$ cat config.mk
export PLATFORM = sky130hd
export DESIGN_NAME = cache_mem_arbiter
export DESIGN_NICKNAME = d
export VERILOG_FILES = /design/src/rtl/cache_mem_arbiter.sv
export SDC_FILE = /design/constraint.sdc
export NUM_CORES = 1
export LEC_CHECK = 0
export BUFFER_PORTS_ARGS = -buffer_cell sky130_fd_sc_hd__buf_2
export CORE_UTILIZATION = 40
export CTS_CLUSTER_SIZE = 12
export DETAILED_ROUTE_END_ITERATION = 10
export PLACE_DENSITY = 0.81
export SETUP_SLACK_MARGIN = 0.5
export SLEW_MARGIN = 25
export SYNTH_ARGS = -nofsm -noshare
export SYNTH_HDL_FRONTEND = slang
export SYNTH_SLANG_ARGS = --single-unit
export TNS_END_PERCENT = 50
$ cat constraint.sdc
create_clock -name clk -period 3.25 [get_ports clk]
set_input_delay 0.1625 -clock clk [delete_from_list [all_inputs] [get_ports clk]]
set_output_delay 0.1625 -clock clk [all_outputs]
set_load 0.03 [all_outputs]
$ cat src/rtl/cache_mem_arbiter.sv
// Memory arbiter and burst sequencer shared by the I-fill, D-fill and D write-through paths.
// Build option: define ARB_ROUND_ROBIN_EN to alternate priority between the two fill requesters.
module cache_mem_arbiter #(
  parameter int BURST_LEN = 8
) (
  input  logic        clk,
  input  logic        rst_n,
  input  logic        i_fill_req,
  input  logic [15:0] i_fill_addr,
  input  logic        d_fill_req,
  input  logic [15:0] d_fill_addr,
  input  logic        d_wr_req,
  input  logic [15:0] d_wr_addr,
  input  logic [15:0] d_wr_data,
  output logic        d_wr_ack,
  output logic        i_grant,
  output logic        d_grant,
  output logic        i_data_valid,
  output logic        d_data_valid,
  output logic [15:0] fill_data,
  output logic        mem_enable,
  output logic        mem_wr,
  output logic [15:0] mem_addr,
  output logic [15:0] mem_data_in,
  input  logic [15:0] mem_data_out,
  input  logic        mem_data_valid
);

  // Handshake: requests are levels. A fill request stays high until its grant falls,
  // a write request until d_wr_ack pulses. New work is accepted only in IDLE.
  typedef enum logic [1:0] {
    IDLE   = 2'd0,
    FILL_I = 2'd1,
    FILL_D = 2'd2,
    WRITE  = 2'd3
  } state_t;

  localparam logic [3:0] BURST = 4'(BURST_LEN);
  localparam logic [3:0] LAST  = 4'(BURST_LEN - 1);

  state_t      state;
  logic [3:0]  issue_cnt;
  logic [3:0]  ret_cnt;
  logic [15:0] base;
  logic        pick_d;
  logic [15:0] fill_base;

`ifdef ARB_ROUND_ROBIN_EN
  logic last_fill;  // 1 = D-fill was granted most recently
  assign pick_d = d_fill_req && (!i_fill_req || !last_fill);
`else
  assign pick_d = d_fill_req;
`endif

  assign fill_base = (pick_d ? d_fill_addr : i_fill_addr) & 16'hFFF0;

  always_ff @(posedge clk or negedge rst_n) begin
    if (!rst_n) begin
      state       <= IDLE;
      issue_cnt   <= 4'd0;
      ret_cnt     <= 4'd0;
      base        <= 16'h0000;
      mem_enable  <= 1'b0;
      mem_wr      <= 1'b0;
      mem_addr    <= 16'h0000;
      mem_data_in <= 16'h0000;
      d_wr_ack    <= 1'b0;
`ifdef ARB_ROUND_ROBIN_EN
      last_fill   <= 1'b0;
`endif
    end else begin
      mem_enable  <= 1'b0;
      mem_wr      <= 1'b0;
      mem_addr    <= 16'h0000;
      mem_data_in <= 16'h0000;
      d_wr_ack    <= 1'b0;
      case (state)
        IDLE: begin
          if (d_wr_req) begin
            state       <= WRITE;
            mem_enable  <= 1'b1;
            mem_wr      <= 1'b1;
            mem_addr    <= d_wr_addr;
            mem_data_in <= d_wr_data;
            d_wr_ack    <= 1'b1;
          end else if (d_fill_req || i_fill_req) begin
            // Word 0 goes out in the first granted cycle, so issue_cnt starts at 1.
            state      <= pick_d ? FILL_D : FILL_I;
            base       <= fill_base;
            mem_enable <= 1'b1;
            mem_addr   <= fill_base;
            issue_cnt  <= 4'd1;
            ret_cnt    <= 4'd0;
`ifdef ARB_ROUND_ROBIN_EN
            last_fill  <= pick_d;
`endif
          end
        end
        WRITE: state <= IDLE;
        FILL_I, FILL_D: begin
          if (issue_cnt < BURST) begin
            mem_enable <= 1'b1;
            mem_addr   <= base + {11'd0, issue_cnt, 1'b0};
            issue_cnt  <= issue_cnt + 4'd1;
          end
          if (mem_data_valid) begin
            if (ret_cnt == LAST) begin
              state   <= IDLE;
              ret_cnt <= 4'd0;
            end else begin
              ret_cnt <= ret_cnt + 4'd1;
            end
          end
        end
        default: state <= IDLE;
      endcase
    end
  end

  // Steering qualified by registered state only; valids outside a fill are dropped.
  assign i_grant      = (state == FILL_I);
  assign d_grant      = (state == FILL_D);
  assign i_data_valid = i_grant & mem_data_valid;
  assign d_data_valid = d_grant & mem_data_valid;
  assign fill_data    = mem_data_out;

endmodule

==> results of run 1 <==
## cells by family after synthesis
logic type | count (synthesis) | synth area share [%]
and+or+nand+nor | 58 | 11.26
buffers and inverters | 38 | 9.228
muxes | 27 | 11.88
AOI/OAI and AO/OA | 35 | 11.45
adders and majority gates | 6 | 2.839
DFF | 56 | 53.01
xor gates and xnor gates | 1 | 0.3313
## worst max-delay path: stages, from the launching register on
cell and delay (ns):
dfrtp_1 0.41, inv_1 0.11, ha_1 0.64, nand2b_1 0.24
nor2_2 0.12, buf_4 0.27, mux2_2 0.37
## cell usage after synthesis, drive strengths merged
cell type	n	area, sq um
a221o	1	10.01
dfrtp	56	1401
a41oi	1	8.760
nor2	19	73.82
o21bai	1	18.77
mux2i	4	40.04
and2	4	25.02
a22oi	3	22.52
a221oi	2	23.77
or3	1	6.260
nand3b	1	7.510
inv	7	26.28
o21ai	5	25.02
a222oi	11	110.1
and3	17	106.4
nand2	7	26.28
a22o	2	17.52
clkbuf	5	18.77
mux2	23	274.0
nor2b	1	6.260
nor3	1	5.000
or2	1	6.260
a21o	2	15.01
buf	26	198.9
ha	6	75.07
a21oi	4	23.77
o32ai	1	8.760
xnor2	1	8.760
nand3	2	10.01
o31ai	1	7.510
o311a	1	11.26
nand2b	4	25.02
## per-layer routing
metal / wire length, um / vias to the layer above / global-route usage, %
li1: - / 929 / -
met3: 348 / 16 / 3.479
met1: 2289 / 950 / 19.53
met4: 136 / 0 / 7.994
met2: 2767 / 70 / 27.65
met5: 0 / - / 0
## how the worst min path moves through the flow
stage	start	endpoint	slack, ns	cells after the start
floorplan	rst_n	base[10]$_DFFE_PN0P_	-0.13	0
global placement	rst_n	mem_addr[11]$_DFF_PN0_	0.16	1
detailed placement	rst_n	mem_addr[11]$_DFF_PN0_	0.17	1
CTS	d_wr_data[11]	mem_data_in[11]$_DFF_PN0_	0.09	2
global route	d_wr_data[1]	mem_data_in[1]$_DFF_PN0_	0.08	2
finish	d_wr_data[9]	mem_data_in[9]$_DFF_PN0_	0.09	2
## registers in the layout, indices dropped and copies added (netlist names)
signal       count
ret_cnt          4
state            2
mem_enable       1
mem_data_in     16
mem_addr        16
mem_wr           1
issue_cnt        4
base            12
## stage by stage
step	worst slack, ns	hold slack, ns	cells
after floorplan	1.588	-0.1331	221
after global placement	0.9535	0.1584	369
after detailed placement	0.9356	0.1707	369
after CTS	0.9344	0.08629	378
after global routing	0.7456	0.08344	378
final	0.9573	0.08658	378
## layout make-up
class,instances,area [sq um]
clock buffer,6,82.58
inverter,7,26.28
multi-input combinational,127,1001
fill,580,3203
sequential,56,1401
clock inverter,2,13.76
timing repair buffer,103,525.5
tap,77,96.34
## power by group
| group | internal [mW] | total, mW | switching [mW] |
|---|---|---|---|
| combinational | 0.522 | 1.41 | 0.889 |
| sequential | 0.959 | 1.08 | 0.118 |
| clock | 0.175 | 0.409 | 0.234 |
| total | 1.66 | 2.90 | 1.24 |
## repair_timing
| action | 4_1_cts | 5_1_grt |
|---|---|---|
| hold buffers | 1 | 0 |
| endpoints found under the hold margin | 24 | 0 |
| endpoints found under the setup margin | 0 | 0 |
==> flow_summary.yaml, run 1 <==
floorplanning:
  num_rows: 29
  die_h_um: 83.30
  dieArea_sq_mm: 0.006939
  core_sq_mm: 0.006350
  start_util_pct: 41.64
  die_w_um: 83.30
  ios: 141
yosys:
  syn_area_per_cell_sq_um: 11.96
  synth_cell_types: 42
  ys_ff_latch: 56
  ys_seq_area_share_pct: 53.01
  syn_area_sq_mm: 0.002644
  yosysWarnings: 0
  synth_cells: 221
  syn-num-nets: 313
hold_path:
  min_path_type: "input port to flip-flop"
layout:
  final_common_cell: "buf_2"
  syn_to_final_growth_pct: 19.03
  final_cell_mix: "buf_2, dfrtp_1, nor2_1, mux2_2, and3_1"
  fin_area_sq_mm: 0.003147
  post_route_cells_drive_above_1_share_pct: 46.18
  diodes: 0
  num-nets-final: 392
  final_core_util_pct: 49.56
critical_path:
  startpoint: "state[0]$_DFFE_PN0P_"
  cp.arrival_ns: 2.49
  r2r-end: "base[9]$_DFFE_PN0P_"
  r2r_cells: 6
  cp_max_fo: 27
  rr_startpoint: "state[0]$_DFFE_PN0P_"
  required_ns: 3.45
  crit_type: "flip-flop to flip-flop"
  cp-start-kind: "flip-flop"
  endpoint: "base[9]$_DFFE_PN0P_"
  worstSetupEndpointType: "flip-flop"
  rrSetupSlack_ns: 0.96
timing:
  fmax_mhz: 436.2
  maxSlewViolCount: 0
  relSlewSlack_pct: 50.72
  worst_pin_slew_ns: 0.7391
  final-hold-violation-count: 0
  rsz0062_at_grt: "false"
  setup_tns_ns: 0
  fin_crit_ns: 2.293
  setup_violations: 0
  period_share_pct: 70.54
  clock_skew_ns: 0.009115
drt:
  drc: 0
  routed_wl_um: 5542
  ant_nets: 0
  via_count: 1965
  drt_iter0_drc: 114
  first_pass_iters: 5
  via_per_inst: 5.198
  wl_per_cell_um: 14.66
global_routing:
  grt_max_degree: 33
  grt_antenna_before_repair: 0
  grt_pass1_wl_um: 8894
  track_usage_pct: 16.27
  grt_pass1_vias: 1876
  overflow: 0
clock_network:
  cts_buffer_depth: 2
  path_clk_slew_ns: 0.10
  ctsResizeCount: 0
  clk_latency_ns: 0.31
  cts_made_buffers: 5
  htree_levels: 2
  cts_tree: "yes"
  clockRootBuffer: "clkbuf_8"
  post_cts_buffers: 0
  cts_num_sinks: 56
place:
  port-buffer-count: 100
  dpl-instance-area_sq_mm: 0.003040
  gp_congestion: 0.7194
  hpwl_um: 3836
pwr:
  finalPower_mw: 2.896
  cellPowerDensity_mw_per_mm2: 920.4
  p_leak_nw: 1.692
  ir_worst_vdd_uv: 422.9
run:
  drv_cap: 0
outcome:
  status: "complete, no violations"
Power figures use the tool's default switching activity.
==> run 2, diff against run 1 <==
Settings changed: PLACE_DENSITY 0.81 to 0.83.
Clock period 3.25 ns to 2.1 ns, I/O delays scaled along.
==> run 2 against run 1 <==
  * Fmax up 44%
  * Critical endpoint is now state[1]$_DFFE_PN0P_
  * Clock skew about the same
  * Final area increased by 4.7%
  * Combinational power increased by 86%
  * Utilization grew 2.3 points
  * First-iteration DRC count grew 18%
  * Total power grew 68%
  * Sequential power grew 55%
  * Routed wire length rose by 4.6%
  * Cell count increased by 3.4%
==> flow_summary.yaml, run 2 (synthesis results as in run 1) <==
critical_path:
  cp_slowest_cell: "dfrtp_1"
  critical_path.max_stage_delay_ns: 0.41
  cp_max_fo: 4
  crit_chain: "ha_1 -> nand2_1 -> o21ai_0 -> o311a_2 -> mux2i_1"
  cp-start-kind: "flip-flop"
  rrSetupSlack_ns: 0.51
  crit_type: "flip-flop to flip-flop"
  worstSetupEndpointType: "flip-flop"
  cp.arrival_ns: 1.81
  required_ns: 2.32
run:
  drv_cap: 0
clock_network:
  cts_made_buffers: 5
  clockRootBuffer: "clkbuf_8"
  cts_num_sinks: 56
  path_clk_slew_ns: 0.09
  clk_latency_ns: 0.31
  htree_levels: 2
  cts_buffer_depth: 2
  cts_tree: "yes"
timing:
  setup_violations: 0
  fmax_mhz: 628.4
  relSlewSlack_pct: 55.97
  final-hold-violation-count: 0
  clock_skew_ns: 0.009507
  rsz0062_at_grt: "true"
  worst_pin_slew_ns: 0.6605
  maxSlewViolCount: 0
  fin_crit_ns: 1.591
  setup_tns_ns: 0
  period_share_pct: 75.78
hold_path:
  min_path_type: "input port to flip-flop"
floorplanning:
  num_rows: 29
  start_util_pct: 41.64
  core_sq_mm: 0.006350
  die_h_um: 83.30
  die_w_um: 83.30
  dieArea_sq_mm: 0.006939
  ios: 141
pwr:
  ir_worst_vdd_uv: 733.1
  p_leak_nw: 1.770
  cellPowerDensity_mw_per_mm2: 1476
drt:
  wl_per_cell_um: 14.82
  ant_nets: 0
  via_count: 2008
  routed_wl_um: 5795
  first_pass_iters: 4
  drc: 0
  drt_iter0_drc: 135
  via_per_inst: 5.136
layout:
  biggestRegsByFlops: "mem_addr: 16 flops, mem_data_in: 16 flops, base: 12 flops"
  final_common_cell: "buf_2"
  diodes: 0
  final_core_util_pct: 51.88
  final_cell_mix: "buf_2, dfrtp_1, nor2_1, mux2_2, and3_1"
  fin_area_sq_mm: 0.003294
  num-nets-final: 405
  fin_cells: 391
  post_route_cells_drive_above_1_share_pct: 50.64
  syn_to_final_growth_pct: 24.61
global_routing:
  grt_pass1_vias: 2020
  track_usage_pct: 16.88
  grt_antenna_before_repair: 0
  grt_max_degree: 57
  overflow: 0
  grt_pass1_wl_um: 9328
outcome:
  status: "complete, no violations"
place:
  gp_congestion: 0.7125
  dpl-instance-area_sq_mm: 0.003073
  port-buffer-count: 100
  place_inst: 372
  hpwl_um: 3872
## run 2: cell count changes in the layout (fill, tap and decap cells not counted), sizes merged
cell | before | now
buf | 102 | 115
inv | 8 | 7
clkbuf | 6 | 7
## run 2: where the power goes
group | switching (mW) | internal, mW
logic | 1.51 | 1.11
clock network | 0.332 | 0.239
registers | 0.189 | 1.48
total | 2.03 | 2.83
## run 2: cell type report
cell class / instances / area, sq um
clock buffers: 7 / 76.32
clock inverters: 1 / 8.758
fillers: 547 / 3055
inverters: 7 / 26.28
multi-input cells: 127 / 1050
flip-flops and latches: 56 / 1401
well taps: 77 / 96.34
repair buffers: 116 / 635.6
## run 2: repair_timing
item / 4_1_cts / 5_1_grt
pin swaps: 0 / 12
gates resized for setup: 2 / 12
hold buffers: 1 / 0
setup endpoints to repair: 24 / 29
hold endpoints to repair: 56 / 0
gates cloned: 1 / 0
buffers inserted: 5 / 4
## run 2: critical path, delay by kind of cell (launching register included)
kind                       cells  cell delay, ns
DFF                            1            0.41
adders and majority gates      1            0.23
muxes                          1            0.20
and+or+nand+nor                1            0.09
AOI/OAI and AO/OA              2            0.58
## run 2: final timing paths
| check | start | endpoint | cells after the start |
|---|---|---|---|
| worst max-delay path | ret_cnt[0]$_DFFE_PN0P_ | state[1]$_DFFE_PN0P_ | 5 |
| worst min register to register | base[9]$_DFFE_PN0P_ | base[9]$_DFFE_PN0P_ | 1 |
| min in group asynchronous | rst_n | mem_addr[11]$_DFF_PN0_ | 3 |
| worst min-delay path | d_wr_data[10] | mem_data_in[10]$_DFF_PN0_ | 2 |
| max in group asynchronous | rst_n | ret_cnt[1]$_DFFE_PN0P_ | 3 |
| worst max register to register | ret_cnt[0]$_DFFE_PN0P_ | state[1]$_DFFE_PN0P_ | 5 |
## run 2: metrics by stage
stage / setup slack, ns / power (mW) / hold WS, ns
2_1_floorplan: 0.5460 / 3.477 / -0.1906
3_3_place_gp: 0.3560 / 3.898 / 0.2102
3_5_place_dp: 0.3188 / 3.981 / 0.2102
4_1_cts: 0.4704 / 4.656 / 0.03256
5_1_grt: 0.4381 / 5.195 / 0.03362
6_report: 0.5087 / 4.863 / 0.03878
## run 2: routing by layer
layer	share of wire [%]	global-route usage (%)	vias to the layer above	wire length [um]
met1	39	19.43	953	2287
met5	0	0	-	0
met3	6.9	3.877	18	402
met4	2.3	7.837	0	133
li1	-	-	951	-
met2	51	29.66	86	2972
